### src/rtl/noc_packet_interface.sv
// noc_packet_interface
//
// Network interface between a processor node's memory-mapped I/O strobes and
// its Hoplite router port.
//
// Transmit side: the processor writes a destination x, a destination y and a
// message into staging registers. A packet_complete strobe copies them into
// the output register, which is offered to the router with a valid/ready
// handshake. A commit made while the output register is still occupied is
// dropped, and the sticky tx_overflow flag is set.
//
// Receive side: once the processor strobes rx_enable, ejected packets are
// pushed into a small show-ahead FIFO. The processor polls the FIFO head and
// pops it with rx_read.
//
// Ports:
//   clk, reset                      clock; asynchronous active-high reset
//   x_coord_in / x_coord_in_valid   destination x staging write
//   y_coord_in / y_coord_in_valid   destination y staging write
//   message_in / message_in_valid   payload staging write
//   packet_complete                 commit the staging registers as a packet
//   message_out_ready               TX slot free (registered)
//   tx_overflow                     sticky; a commit was rejected
//   router_out_packet/valid/ready   injection handshake to the router
//   router_in_packet/valid/ready    ejection handshake from the router
//   rx_enable                       sticky receive-enable strobe
//   rx_message                      FIFO head payload (show-ahead)
//   rx_available                    FIFO not empty
//   rx_valid                        head is addressed to this node
//   rx_read                         pop the FIFO head
module noc_packet_interface #(
  parameter int COORD_BITS    = 1,
  parameter int MESSAGE_BITS  = 32,
  parameter int X_COORD       = 0,
  parameter int Y_COORD       = 0,
  parameter int RX_FIFO_DEPTH = 4,
  parameter int PACKET_BITS   = 2*COORD_BITS+MESSAGE_BITS
) (
  input  logic                    clk,
  input  logic                    reset,
  input  logic [COORD_BITS-1:0]   x_coord_in,
  input  logic                    x_coord_in_valid,
  input  logic [COORD_BITS-1:0]   y_coord_in,
  input  logic                    y_coord_in_valid,
  input  logic [MESSAGE_BITS-1:0] message_in,
  input  logic                    message_in_valid,
  input  logic                    packet_complete,
  output logic                    message_out_ready,
  output logic                    tx_overflow,
  output logic [PACKET_BITS-1:0]  router_out_packet,
  output logic                    router_out_valid,
  input  logic                    router_out_ready,
  input  logic [PACKET_BITS-1:0]  router_in_packet,
  input  logic                    router_in_valid,
  output logic                    router_in_ready,
  input  logic                    rx_enable,
  output logic [MESSAGE_BITS-1:0] rx_message,
  output logic                    rx_available,
  output logic                    rx_valid,
  input  logic                    rx_read
);

  localparam int AW = $clog2(RX_FIFO_DEPTH);

  // ---------------------------------------------------------------- TX side
  logic [COORD_BITS-1:0]   x_stage_reg;
  logic [COORD_BITS-1:0]   y_stage_reg;
  logic [MESSAGE_BITS-1:0] msg_stage_reg;
  logic [PACKET_BITS-1:0]  out_packet_reg;
  logic                    out_valid_reg;
  logic                    out_valid_next;
  logic                    out_ready_reg;
  logic                    overflow_reg;
  logic                    commit_ok;

  // A commit is taken when the slot is empty or is being emptied this cycle.
  always_comb begin
    commit_ok      = packet_complete & (~out_valid_reg | router_out_ready);
    out_valid_next = commit_ok | (out_valid_reg & ~router_out_ready);
  end

  always_ff @(posedge clk or posedge reset) begin
    if (reset) begin
      x_stage_reg    <= '0;
      y_stage_reg    <= '0;
      msg_stage_reg  <= '0;
      out_packet_reg <= '0;
      out_valid_reg  <= 1'b0;
      out_ready_reg  <= 1'b0;
      overflow_reg   <= 1'b0;
    end else begin
      if (x_coord_in_valid) x_stage_reg   <= x_coord_in;
      if (y_coord_in_valid) y_stage_reg   <= y_coord_in;
      if (message_in_valid) msg_stage_reg <= message_in;
      // The commit samples the staging registers before this edge's writes.
      if (commit_ok) out_packet_reg <= {x_stage_reg, y_stage_reg, msg_stage_reg};
      if (packet_complete && !commit_ok) overflow_reg <= 1'b1;
      out_valid_reg <= out_valid_next;
      out_ready_reg <= ~out_valid_next;
    end
  end

  assign router_out_packet = out_packet_reg;
  assign router_out_valid  = out_valid_reg;
  assign message_out_ready = out_ready_reg;
  assign tx_overflow       = overflow_reg;

  // ---------------------------------------------------------------- RX side
  logic [PACKET_BITS-1:0] fifo_mem [RX_FIFO_DEPTH];
  logic [AW:0]            wr_ptr_reg;
  logic [AW:0]            rd_ptr_reg;
  logic [AW:0]            wr_ptr_next;
  logic [AW:0]            rd_ptr_next;
  logic                   rx_en_reg;
  logic                   rx_en_next;
  logic                   in_ready_reg;
  logic                   fifo_empty;
  logic                   fifo_full_next;
  logic                   push;
  logic                   pop;
  logic [PACKET_BITS-1:0] head;
  logic [COORD_BITS-1:0]  head_x;
  logic [COORD_BITS-1:0]  head_y;

  always_comb begin
    fifo_empty  = (wr_ptr_reg == rd_ptr_reg);
    push        = router_in_valid & in_ready_reg;
    pop         = rx_read & ~fifo_empty;
    wr_ptr_next = wr_ptr_reg + (AW+1)'(push);
    rd_ptr_next = rd_ptr_reg + (AW+1)'(pop);
    rx_en_next  = rx_en_reg | rx_enable;
    // Pointers carry one extra wrap bit: equal index with differing wrap
    // bits means every slot is occupied.
    fifo_full_next = (wr_ptr_next[AW] != rd_ptr_next[AW]) &&
                     (wr_ptr_next[AW-1:0] == rd_ptr_next[AW-1:0]);
  end

  always_ff @(posedge clk or posedge reset) begin
    if (reset) begin
      wr_ptr_reg   <= '0;
      rd_ptr_reg   <= '0;
      rx_en_reg    <= 1'b0;
      in_ready_reg <= 1'b0;
    end else begin
      wr_ptr_reg   <= wr_ptr_next;
      rd_ptr_reg   <= rd_ptr_next;
      rx_en_reg    <= rx_en_next;
      // Ready reflects the state after this edge, so it drops the cycle
      // after the filling push and returns the cycle after a pop.
      in_ready_reg <= rx_en_next & ~fifo_full_next;
    end
  end

  // One register per FIFO slot; the array is small enough that a
  // combinational head read keeps the FIFO show-ahead.
  for (genvar gi = 0; gi < RX_FIFO_DEPTH; gi++) begin : g_slot
    always_ff @(posedge clk or posedge reset) begin
      if (reset) begin
        fifo_mem[gi] <= '0;
      end else if (push && (wr_ptr_reg[AW-1:0] == AW'(gi))) begin
        fifo_mem[gi] <= router_in_packet;
      end
    end
  end

  always_comb begin
    head   = fifo_mem[rd_ptr_reg[AW-1:0]];
    head_x = head[PACKET_BITS-1 -: COORD_BITS];
    head_y = head[MESSAGE_BITS +: COORD_BITS];
  end

  assign router_in_ready = in_ready_reg;
  assign rx_available    = ~fifo_empty;
  assign rx_message      = head[MESSAGE_BITS-1:0];
  assign rx_valid        = ~fifo_empty &
                           (head_x == COORD_BITS'(X_COORD)) &
                           (head_y == COORD_BITS'(Y_COORD));

endmodule

### config.mk
export PLATFORM = sky130hd
export DESIGN_NAME = noc_packet_interface
export DESIGN_NICKNAME = d
export VERILOG_FILES = /design/src/rtl/noc_packet_interface.sv
export SDC_FILE = /design/constraint.sdc
export NUM_CORES = 1
export LEC_CHECK = 0
export CORE_ASPECT_RATIO = 1.75
export CORE_MARGIN = 10
export CORE_UTILIZATION = 35
export CTS_BUF_LIST = sky130_fd_sc_hd__clkbuf_16
export DETAILED_ROUTE_END_ITERATION = 12
export DONT_BUFFER_PORTS = 1
export PLACE_DENSITY = 0.6
export SKIP_CTS_REPAIR_TIMING = 1
export SLEW_MARGIN = 25
export SYNTH_ARGS = -nofsm -noshare
export SYNTH_HDL_FRONTEND = slang
export SYNTH_SLANG_ARGS = --single-unit
### constraint.sdc
create_clock -name clk -period 9.1 [get_ports clk]
set_input_delay 1.82 -clock clk [delete_from_list [all_inputs] [get_ports clk]]
set_output_delay 1.82 -clock clk [all_outputs]
set_load 0.005 [all_outputs]
---- Yosys cells after proc, flatten, opt, wreduce, memory -nomap -nowiden ----
Cells that the tools add are included.
storage, ports and cells
  word-level logic and storage cells ...... 53
  register bits after elaboration ......... 215
  bits of input ports ..................... 78
cells by class
  bitwise gates (word level) .............. 18
  add/sub/neg operators ................... 2
  equal/unequal tests ..................... 6
  muxes and demuxes ....................... 3
  reductions and logical operators ........ 8
  $lt $le $gt $ge ......................... 1
operators by type and width
  cell                                                      count
  binary-select mux 34 bit (select 2 bit)                   1
  two-way mux 34 bit                                        2
  AND 1 bit                                                 7
  inverter 1 bit                                            7
  adder 3 x 1 -> 3 bit                                      2
  logical AND 1 bit                                         6
  == test 2 bit, second input constant                      2
  == test 3 bit                                             1
  greater-or-equal comparator 3 bit, second input constant  1
  inverter 2 -> 3 bit                                       1
  OR 1 bit                                                  3
  == test 2 x 1 -> 1 bit, second input constant             1
  == test 2 bit                                             1
  logical NOT 2 bit                                         1
  logical NOT 1 bit                                         1
  inequality test 1 bit                                     1

---- Depth between registers and ports, before layout ----
  depth in word-level cells ............... 8
  gate-level depth with buffers ........... 10

---- Least setup slack after synthesis ----
No wires, ideal clock.
  kind .................................... flip-flop to output port
  start ................................... register rd_ptr_reg[1]
  end ..................................... output port rx_message[10]
  data required time ...................... 7.280 ns
  data arrival time ....................... 1.406 ns
  buffers on the path ..................... 2
  slack ................................... 5.874 ns
  cell stages (with the launch flop) ...... 4
  cells stage by stage .................... dfrtp_1 -> buf_2 -> buf_2 -> mux4_2
between the ends
  longest elaborated chain between the ends .. 4
ends and longest elaborated chain
  what                                                    line  source
  start: declaration                                      111   logic [AW:0] rd_ptr_reg;
  start signal: assignment                                146   rd_ptr_reg <= rd_ptr_next;
  inverter 2 -> 3 bit (not written as such)               167   head = fifo_mem[rd_ptr_reg[AW-1:0]];
  binary-select mux 34 bit (select 2 bit)                 167
  two-way mux 34 bit (not written as such) (2 in series)  167
  end: declaration                                        57    output logic [MESSAGE_BITS-1:0] rx_message,
No other way between the ends. The select of a mux whose other input is x is not followed.

---- Final worst setup path ----
  start ................................... register rd_ptr_reg[1]
  end ..................................... output port rx_message[3]
Same word-level chain as after synthesis.

==> impl_metrics.env <==
export IMPL_drv_slew=0
export IMPL_ir_drop_uv=171.4
export IMPL_skew_ns=0.01363
export IMPL_hold_class="reg2reg"
export IMPL_rsz0062_at_grt="false"
export IMPL_grt_total_usage_pct=11.90
export IMPL_p_total_mw=3.422
export IMPL_worst_endpoint_required_ns=7.28
export IMPL_use_met1_pct=11.62
export IMPL_drc=0
export IMPL_worstSetupStartpointType="flop"
export IMPL_worst_slew_pin_slew_ns=0.9231
export IMPL_power_share_clock_pct=24.3
export IMPL_cts_buffers=21
export IMPL_sw_frac_of_total_pct=29.26
export IMPL_start_util_pct=35.20
export IMPL_drt_wl_total_um=19350
export IMPL_p_sw_mw=1.001
export IMPL_end_kind="output pin"
export IMPL_reg2reg_from="rd_ptr_reg[1]$_DFF_PP0_"
export IMPL_antenna_left=0
export IMPL_powerDensity_mw_per_mm2=349.5
export IMPL_dpl_hpwl_um=13160
export IMPL_grt_pass1_vias=5036
export IMPL_place_congestion=0.6837
export IMPL_intPower_mw=2.421
export IMPL_r2r_end="router_in_ready$_DFF_PP0_"
export IMPL_critical_path_arrival_ns=2.25
export IMPL_power_frac_seq_pct=45.7
export IMPL_routedWlPerCell_um=22.93
export IMPL_via_per_inst=5.128
export IMPL_tritoncts="built"
export IMPL_die_y_um=230.4
export IMPL_fin_crit_ns=4.065
export IMPL_cts_root_buf="clkbuf_16"
export IMPL_pin_count=150
export IMPL_insertedDiodeCount=0
export IMPL_cts_num_sinks=215
export IMPL_syn_nets=596
export IMPL_maxSlewHeadroom_pct=38.46
export IMPL_syn_to_final_growth_pct=10.63
export IMPL_syn_inst=514
export IMPL_rows=77
export IMPL_hold_start="rx_en_reg$_DFF_PP0_"
export IMPL_syn_area_per_cell_um2=17.22
export IMPL_hold_viol=0
export IMPL_setup_tns_ns=0
export IMPL_finalSetupViolations=0
export IMPL_ys_seq_area_share_pct=60.78
export IMPL_seq_area_mm2=0.005383
export IMPL_multi_input_area_mm2=0.003292
export IMPL_pwr_share_comb_pct=30.0
export IMPL_worstPathMaxFanout=24
export IMPL_run_status="finished, final reports clean"
export IMPL_antenna_found_initial=1
export IMPL_grt_max_degree=83
export IMPL_synth_warnings=0
export IMPL_die_width_um=140.2
export IMPL_insertion_delay_ns=0.51
export IMPL_largest_reg_flops=136
export IMPL_reg2reg_slack_ns=6.27
export IMPL_min_path_cells=1
export IMPL_timing_fmax_mhz=246.0
export IMPL_fin_nets=598
export IMPL_power_leakage_nw=4.072
export IMPL_syn_cell_area_mm2=0.008852
export IMPL_whs_endpoint="rx_en_reg$_DFF_PP0_"
export IMPL_min_period_over_period_pct=44.67
export IMPL_dieArea_mm2=0.03230
export IMPL_synth_seq_cells=215
export IMPL_rr_worst_depth=9
export IMPL_drv_cap=0
export IMPL_grt_util_met3_pct=5.283
export IMPL_gr_usage_met2_pct=21.79
export IMPL_drtPass1Iterations=4
export IMPL_drive_above_1_share_pct=52.46
export IMPL_numPortBuffers=0
export IMPL_synth_distinct_cells=29
export IMPL_h_tree_depth=1
export IMPL_path_clk_slew_ns=0.06
export IMPL_critical_path_class="reg2out"
export IMPL_fillerInstances=2309
export IMPL_clockBufferDepth=3
export IMPL_drt_initial_drc_count=126
export IMPL_grt_busiest_layer="met2"
export IMPL_grt_overflow=0
export IMPL_vias=4328
export IMPL_grt_pass1_wl_um=30490
export IMPL_core_mm2=0.02515
-- cell families after synthesis --
logic type	Yosys count	synth area share, %
adder cells (fa/ha/maj)	4	0.5654
multiplexers	236	34.09
flip-flops	215	60.78
AND/OR/NAND/NOR	15	1.343
XOR/XNOR	8	0.7914
buffers and inverters	32	2.035
AO/OA/AOI/OAI	4	0.3958
-- area by class of cell --
cell class                 count  area share, %
timing repair buffer           9         0.6899
tap                          316          4.037
inverter                       2         0.1533
clock buffer                  21          5.366
clock inverter                14          1.175
sequential                   215          54.96
multi-input combinational    267          33.61
-- critical path: stages, from the launching register on --
cell and delay [ns]:
dfrtp_2 0.62, buf_4 0.50, mux4_2 0.60
-- through the flow --
| stage | cells | instance area, um2 | hold WS (ns) | utilization, % | worst slack [ns] |
|---|---|---|---|---|---|
| CTS | 844 | 9793 | 0.4869 | 38.95 | 4.932 |
| floorplan | 514 | 8852 | 0.4235 | - | 1.401 |
| detailed placement | 809 | 9153 | 0.4707 | 36.40 | 5.382 |
| finish | 844 | 9793 | 0.4749 | 38.95 | 5.035 |
| global route | 844 | 9793 | 0.4918 | 38.95 | 4.850 |
| global placement | 809 | 9153 | 0.4710 | 36.40 | 5.479 |
-- power groups by stage --
stage	Sequential [mW]	Clock [mW]	Combinational, mW
floorplan	1.47	0	0.906
global placement	1.56	0	1.03
detailed placement	1.59	0	1.06
CTS	1.57	0.867	1.07
global route	1.62	0.900	1.13
finish	1.56	0.832	1.03
-- worst max path at each step --
stage | start | end | slack (ns) | cells past startpoint
after CTS | rd_ptr_reg[1]$_DFF_PP0_ | rx_message[3] | 4.93 | 2
final | rd_ptr_reg[1]$_DFF_PP0_ | rx_message[3] | 5.03 | 2
after floorplan | reset | fifo_mem[0]$_DFFE_PP0P_ | 1.40 | 1
after global routing | rd_ptr_reg[1]$_DFF_PP0_ | rx_valid | 4.85 | 4
after global placement | router_in_valid | fifo_mem[3]$_DFFE_PP0P_ | 5.48 | 4
after detailed placement | router_in_valid | fifo_mem[5]$_DFFE_PP0P_ | 5.38 | 4
-- cells in the mapped netlist --
| cell | number | area (um2) |
|---|---|---|
| dfrtp_1 | 215 | 5380 |
| mux2_2 | 198 | 2230 |
| mux4_2 | 32 | 720.7 |
| buf_2 | 24 | 120.1 |
| mux2_1 | 6 | 67.56 |
| ha_1 | 4 | 50.05 |
| xnor2_1 | 4 | 35.03 |
| xor2_1 | 4 | 35.03 |
| buf_6 | 3 | 33.78 |
| buf_4 | 2 | 15.01 |
| inv_1 | 2 | 7.510 |
| nand2b_1 | 2 | 12.51 |
| nand3b_2 | 2 | 22.52 |
| a21o_1 | 1 | 7.510 |
| and2_0 | 1 | 6.260 |
| and2_1 | 1 | 6.260 |
| clkbuf_1 | 1 | 3.750 |
| nand2_1 | 1 | 3.750 |
| nand3_1 | 1 | 5.000 |
| nand3_2 | 1 | 10.01 |
| nor2b_1 | 1 | 6.260 |
| nor3_1 | 1 | 5.000 |
| nor3b_1 | 1 | 7.510 |
| nor3b_4 | 1 | 18.77 |
| o311a_1 | 1 | 10.01 |
| o311ai_0 | 1 | 8.760 |
| o31a_1 | 1 | 8.760 |
| or2_2 | 1 | 6.260 |
| or3b_2 | 1 | 8.760 |
-- placed cells by master, fill, tap and decap left out --
master      instances
nor3b_4             1
clkbuf_16          21
dfrtp_2             2
clkinv_2            5
dfrtp_1           213
bufinv_16           2
clkinv_1            3
nand3_1             1
xnor2_1             4
o31a_1              1
or2_2               1
nor2b_1             1
nand2b_1            2
clkinvlp_4          1
inv_8               1
and2_0              1
ha_1                4
inv_1               4
nand2_1             1
mux4_2             32
mux2_2            198
nor3b_1             1
o311ai_0            1
o311a_1             1
nor3_1              1
and2_1              1
mux2_1              6
or3b_2              1
xor2_1              4
buf_4               9
nand3_2             1
nand3b_2            2
a21o_1              1
-- layer usage --
metal  up-vias  share of wire [%]
met2       127                 54
met3        29                9.8
met4         0                2.2
met5         -                  0
li1       1879                  -
met1      2293                 34
No activity file was read; power rests on OpenSTA's default activity.
